$ cat src/rtl/pong_text_pkg.sv
// Shared state codes, screen-ROM select codes and text-grid geometry for the Pong text overlay.
package pong_text_pkg;

   typedef enum logic [1:0] {ST_TITLE, ST_DIFF, ST_PLAY, ST_OVER} state_t;

   localparam logic [1:0] ROM_SEL_TITLE = 2'd0;
   localparam logic [1:0] ROM_SEL_EASY  = 2'd1;
   localparam logic [1:0] ROM_SEL_HARD  = 2'd2;
   localparam logic [1:0] ROM_SEL_OVER  = 2'd3;

   localparam int CHAR_W  = 8;
   localparam int CHAR_H  = 16;
   localparam int COLS    = 16;
   localparam int ROWS    = 2;
   localparam int LATENCY = 3;

   // Screen ROM shown for a menu state; PLAY blanks the overlay, so its code is never latched.
   function automatic logic [1:0] screen_sel(input state_t s, input logic diff);
      case (s)
         ST_DIFF: return diff ? ROM_SEL_HARD : ROM_SEL_EASY;
         ST_OVER: return ROM_SEL_OVER;
         default: return ROM_SEL_TITLE;
      endcase
   endfunction

endpackage

$ cat src/rtl/text_screen_ctrl_btn_edge.sv
// Rising-edge pulse from a debounced button level; the pulse is registered one cycle after the rise.
module btn_edge_detect (
   input  logic clk,
   input  logic reset,
   input  logic level,
   output logic pulse
);

   logic prev;

   // prev tracks the level through reset so a button held across reset never fires.
   always_ff @(posedge clk) begin
      if (reset) begin
         prev  <= level;
         pulse <= 1'b0;
      end else begin
         prev  <= level;
         pulse <= level & ~prev;
      end
   end

endmodule

$ cat src/rtl/text_screen_ctrl.sv
// Menu-flow FSM, frame-latched screen select and 3-cycle text pixel pipeline for the Pong overlay.
module text_screen_ctrl
   import pong_text_pkg::*;
#(
   parameter logic [9:0] TEXT_X0 = 10'd256,
   parameter logic [9:0] TEXT_Y0 = 10'd224
) (
   input  logic        clk,
   input  logic        reset,
   input  logic [9:0]  pixel_x,
   input  logic [9:0]  pixel_y,
   input  logic        video_on,
   input  logic        frame_start,
   input  logic        btn_up,
   input  logic        btn_down,
   input  logic        btn_start,
   input  logic        game_over,
   output logic [7:0]  char_xy,
   output logic [1:0]  rom_sel,
   input  logic [6:0]  char_code,
   output logic [10:0] font_addr,
   input  logic [7:0]  font_word,
   output logic        text_on,
   output logic        difficulty,
   output logic        game_run
);

   localparam logic signed [10:0] WIN_W = 11'(COLS * CHAR_W);
   localparam logic signed [10:0] WIN_H = 11'(ROWS * CHAR_H);

   logic [2:0] btn_lvl, btn_pulse;
   logic       up_p, down_p, start_p;

   assign btn_lvl = {btn_start, btn_down, btn_up};
   assign {start_p, down_p, up_p} = btn_pulse;

   btn_edge_detect u_btn [2:0] (
      .clk   (clk),
      .reset (reset),
      .level (btn_lvl),
      .pulse (btn_pulse)
   );

   state_t state;
   logic   text_en;

   always_ff @(posedge clk) begin
      if (reset) begin
         state      <= ST_TITLE;
         difficulty <= 1'b0;
         game_run   <= 1'b0;
      end else begin
         case (state)
            ST_TITLE: if (start_p) state <= ST_DIFF;
            ST_DIFF: begin
               // start wins; simultaneous up+down cancel out
               if (start_p) begin
                  state    <= ST_PLAY;
                  game_run <= 1'b1;
               end else if (up_p && !down_p) begin
                  difficulty <= 1'b0;
               end else if (down_p && !up_p) begin
                  difficulty <= 1'b1;
               end
            end
            ST_PLAY: if (game_over) begin
               state    <= ST_OVER;
               game_run <= 1'b0;
            end
            ST_OVER: if (start_p) state <= ST_TITLE;
            default: state <= ST_TITLE;
         endcase
      end
   end

   // Screen select only moves at frame_start so a frame never shows two screens.
   always_ff @(posedge clk) begin
      if (reset) begin
         rom_sel <= ROM_SEL_TITLE;
         text_en <= 1'b1;
      end else if (frame_start) begin
         text_en <= (state != ST_PLAY);
         if (state != ST_PLAY) rom_sel <= screen_sel(state, difficulty);
      end
   end

   logic signed [10:0] dx, dy;
   logic               in_win;
   logic [2:0]         bit_idx, bit_d1, bit_d2;

   assign dx      = $signed({1'b0, pixel_x}) - $signed({1'b0, TEXT_X0});
   assign dy      = $signed({1'b0, pixel_y}) - $signed({1'b0, TEXT_Y0});
   assign in_win  = video_on & text_en & (dx >= 11'sd0) & (dx < WIN_W) & (dy >= 11'sd0) & (dy < WIN_H);
   assign bit_idx = dx[2:0];
   assign char_xy = in_win ? {3'b000, dy[4], dx[6:3]} : 8'h00;

   logic [LATENCY-1:1] vld_pipe;

   always_ff @(posedge clk) begin
      if (reset) begin
         vld_pipe  <= '0;
         font_addr <= '0;
         bit_d1    <= '0;
         bit_d2    <= '0;
         text_on   <= 1'b0;
      end else begin
         vld_pipe  <= {vld_pipe[LATENCY-2:1], in_win};
         font_addr <= {char_code, dy[3:0]};
         bit_d1    <= bit_idx;
         bit_d2    <= bit_d1;
         // bit 0 of the glyph column is the leftmost pixel, held in font_word[7]
         text_on   <= vld_pipe[LATENCY-1] & font_word[3'd7 - bit_d2];
      end
   end

endmodule

$ cat config.mk
export PLATFORM = sky130hd
export DESIGN_NAME = text_screen_ctrl
export DESIGN_NICKNAME = d
export VERILOG_FILES = /design/src/rtl/pong_text_pkg.sv /design/src/rtl/text_screen_ctrl_btn_edge.sv /design/src/rtl/text_screen_ctrl.sv
export SDC_FILE = /design/constraint.sdc
export NUM_CORES = 1
export LEC_CHECK = 0
export CAP_MARGIN = 10
export CELL_PAD_IN_SITES_DETAIL_PLACEMENT = 1
export CELL_PAD_IN_SITES_GLOBAL_PLACEMENT = 2
export CORE_MARGIN = 4
export CORE_UTILIZATION = 23
export CTS_CLUSTER_SIZE = 40
export DETAILED_ROUTE_END_ITERATION = 6
export PLACE_DENSITY = 0.88
export SYNTH_ARGS = -nofsm -noshare
export SYNTH_HDL_FRONTEND = slang
export SYNTH_HIERARCHICAL = 1
export SYNTH_SLANG_ARGS = --single-unit
$ cat constraint.sdc
create_clock -name clk -period 1.6 [get_ports clk]
set_input_delay 0.16 -clock clk [delete_from_list [all_inputs] [get_ports clk]]
set_output_delay 0.16 -clock clk [all_outputs]
set_load 0.03 [all_outputs]
==> flow_summary_export.csv, run 1 <==
group,metric,value,unit
sta,rsz0062_at_grt,"true",
floorplan,dieWidth,84.2,um
status,status,"finished with violations",
sta,finalCritPeriodShare,103,%
sta,setup-tns-final,-0.155,ns
yosys,synthCells,122,
detailed_routing,wl_per_cell,13.2,um
setup_path,setup.worst_path.start_class,"register",
floorplan,rows,27,
layout,final_cell_mix,"43 x clkdlybuf4s50_1, 32 x dfxtp_1, 18 x nor2b_1",
layout,drive_gt1_share,25.5,%
clocking,ctsLongestPathBuffers,2,
sta,min_period,1.65,ns
place,finalWeightedCongestion,0.688,
clocking,root_buffer,"clkbuf_8",
min_path,timing.hold.worst.class,"in -> reg",
global_routing,grt-ovfl-total,0,
pwr,p_leak,0.915,nW
global_routing,use_met2,19.2,%
sta,finClkSkew,0.00205,ns
detailed_routing,via_count,1131,
place,numPortBuffers,63,
detailed_routing,wl,3540,um
global_routing,grt_pass1_wl,5700,um
pwr,power_frac_seq,43.3,%
setup_path,path_cells,"nor2b_4 -> o2111ai_4 -> nor4b_4 -> buf_6",
detailed_routing,first_pass_iters,3,
layout,layout_commonest_cell,"clkdlybuf4s50_1",
pwr,combPwrFrac,28.5,%
global_routing,busiest_layer,"met2",
place,dp_hpwl,2690,um
floorplan,dieArea,7090,um2
yosys,ys.flop_type,"dfxtp_1",
yosys,synth_cell_types,31,
detailed_routing,drt_iter0_drc,21,
yosys,yosysTopAreaCell,"dfxtp_1",
clocking,clkTransAtPathRegs,0.07,ns
layout,syn2layout_area_growth,72.7,%
pwr,vdd_drop_max,318,uV
pwr,p_int,1.50,mW
setup_path,crit_path_end_kind,"primary output",
setup_path,crit_arrival,1.49,ns
sta,max_freq,0.607,GHz
yosys,syn_avg_cell_area,10.9,um2
yosys,ys_top_cells_by_area,"dfxtp_1 49%, nor2b_1 9.4%, ha_1 8.4%, nor4b_1 3.9%, mux4_2 3.4%",
detailed_routing,postRouteAntennaNets,0,
clocking,clock_latency,0.28,ns
yosys,ys_ff_latch,33,
yosys,synth.top_cell.area_share,49.5,%
sta,drv_slew,0,
yosys,async_reset_ff_share,0,%
setup_path,cp_top_family,"simple AND/OR/NAND/NOR gates",
layout,nets,247,
setup_path,critPathKind,"reg -> out",
clocking,cts_sinks,33,
yosys,yosysSeqAreaShare,49.5,%
detailed_routing,vias_per_cell,4.22,
clocking,cts_tree,"built",
pwr,p_switching,0.639,mW
global_routing,grt_usage,10.2,%
setup_path,cp_num_buf_inv,1,
setup_path,slowest_delay,0.36,ns
yosys,synth-edff-count,0,
status,violations,"negative setup slack",
global_routing,grt_pass1_vias,1225,
global_routing,met3_usage,5.00,%
clocking,htree_levels,2,
sta,final.setup.worst_slack,-0.0474,ns
yosys,syn-cell-area,1340,um2
global_routing,grt_start_max_net_pins,21,
global_routing,grtUsageMet1,9.69,%
setup_path,crit_path_top_delay_cell,"nor4b_4",
setup_path,crit_required,1.44,ns
floorplan,pin_count,67,
clocking,cts_hold_buf,0,
pwr,p_per_area,929,nW/um2
layout,diodes,0,
pwr,clkPwrFrac,28.3,%
yosys,yosys_warnings,6,
setup_path,crit_path_max_fanout,6,
sta,finalSetupViolCount,5,
detailed_routing,drc_errors,0,
run,maxCapViolations,0,
pwr,swShare,29.8,%
layout,fin_util,41.4,%
global_routing,antenna_found_initial,0,
clocking,cts_buffers,5,
sta,hold_viol,0,
floorplan,start_util,24.0,%
floorplan,die_h,84.2,um
floorplan,core,5570,um2
sequential cells by signal, summed over array words and instances, names as in the netlist, 2 cells and up:
register,cells
rom_sel,2
bit_d2,3
u_btn/pulse,3
state,2
font_addr,11
u_btn/prev,3
bit_d1,3
vld_pipe,2
power by group through the flow:
| stage | clock [mW] | sequential, mW | combinational (mW) |
|---|---|---|---|
| after detailed placement | 0 | 0.947 | 0.569 |
| after CTS | 0.639 | 0.929 | 0.597 |
| after global routing | 0.675 | 0.938 | 0.675 |
| final | 0.606 | 0.928 | 0.610 |
| after floorplan | 0 | 0.995 | 0.263 |
| after global placement | 0 | 0.944 | 0.554 |
area by class of cell:
type,count,area (um2)
multi-input cells,76,752
clock buffers,5,68.8
flip-flops and latches,33,662
repair buffers,70,677
inverters,9,38.8
well taps,72,90.1
clock inverters,3,17.5
fillers,625,3270
stage by stage:
stage               instance area, um2  worst slack [ns]  std cells  hold slack [ns]  power, mW
finish                            2310           -0.0474        268            0.277       2.14
global route                      2310            -0.125        268            0.282       2.29
CTS                               2260           -0.0711        266            0.268       2.17
detailed placement                2070            -0.499        258            0.402       1.52
global placement                  2070            -0.350        258            0.393       1.50
floorplan                         1340            -0.393        124            0.188       1.26
cell families (layout without fill, tap and decap cells):
group,count (synthesis),count (layout),share of synthesized area (%)
other cells,1,3,0.281
fa+ha+maj,9,9,8.44
simple gates,48,48,24.6
xor+xnor,1,1,0.656
mux,4,4,4.87
compound gates,11,11,6.56
buf+inv,15,87,5.15
flops,33,33,49.5
cell usage after synthesis, types with 2 or more instances:
library cell and instances:
or2_2 2, a21oi_1 2, nor2b_1 20, nor3b_2 3, mux4_2 2, buf_4 3
a211oi_1 3, nor3b_1 2, inv_1 9, nor2_1 5, nor4b_1 6, mux2i_1 2
dfxtp_1 33, ha_1 9, nand2_1 2, clkbuf_1 2, nand2b_1 2, nor4_1 2
layer usage:
layer	routed length (um)	part of all wire [%]
met1	1290	36
met2	1880	53
met3	326	9.2
met4	46	1.3
met5	0	0
path summary, 6_finish.rpt:
check | start | to | slack, ns | cells after the start
worst max-delay path | text_en | char_xy[0] | -0.05 | 4
worst min-delay path | pixel_y[1] | font_addr[1] | 0.28 | 2
worst min register to register | u_btn[2]/prev | u_btn[2]/pulse | 0.41 | 1
worst max register to register | state[1] | state[0] | 0.17 | 5
what timing repair did:
action / in CTS / in global routing
pin swaps: 10 / 4
resized for setup: 45 / 10
endpoints found under the hold margin: 0 / 0
setup buffers: 0 / 2
setup endpoints to repair: 5 / 8
Power figures use the tool's default switching activity.
==> inputs of run 2 (changes only) <==
CTS_CLUSTER_SIZE = not set   (was 40)
==> results of run 2 <==
The final DEF is identical to that of run 1; final timing and power are the same.
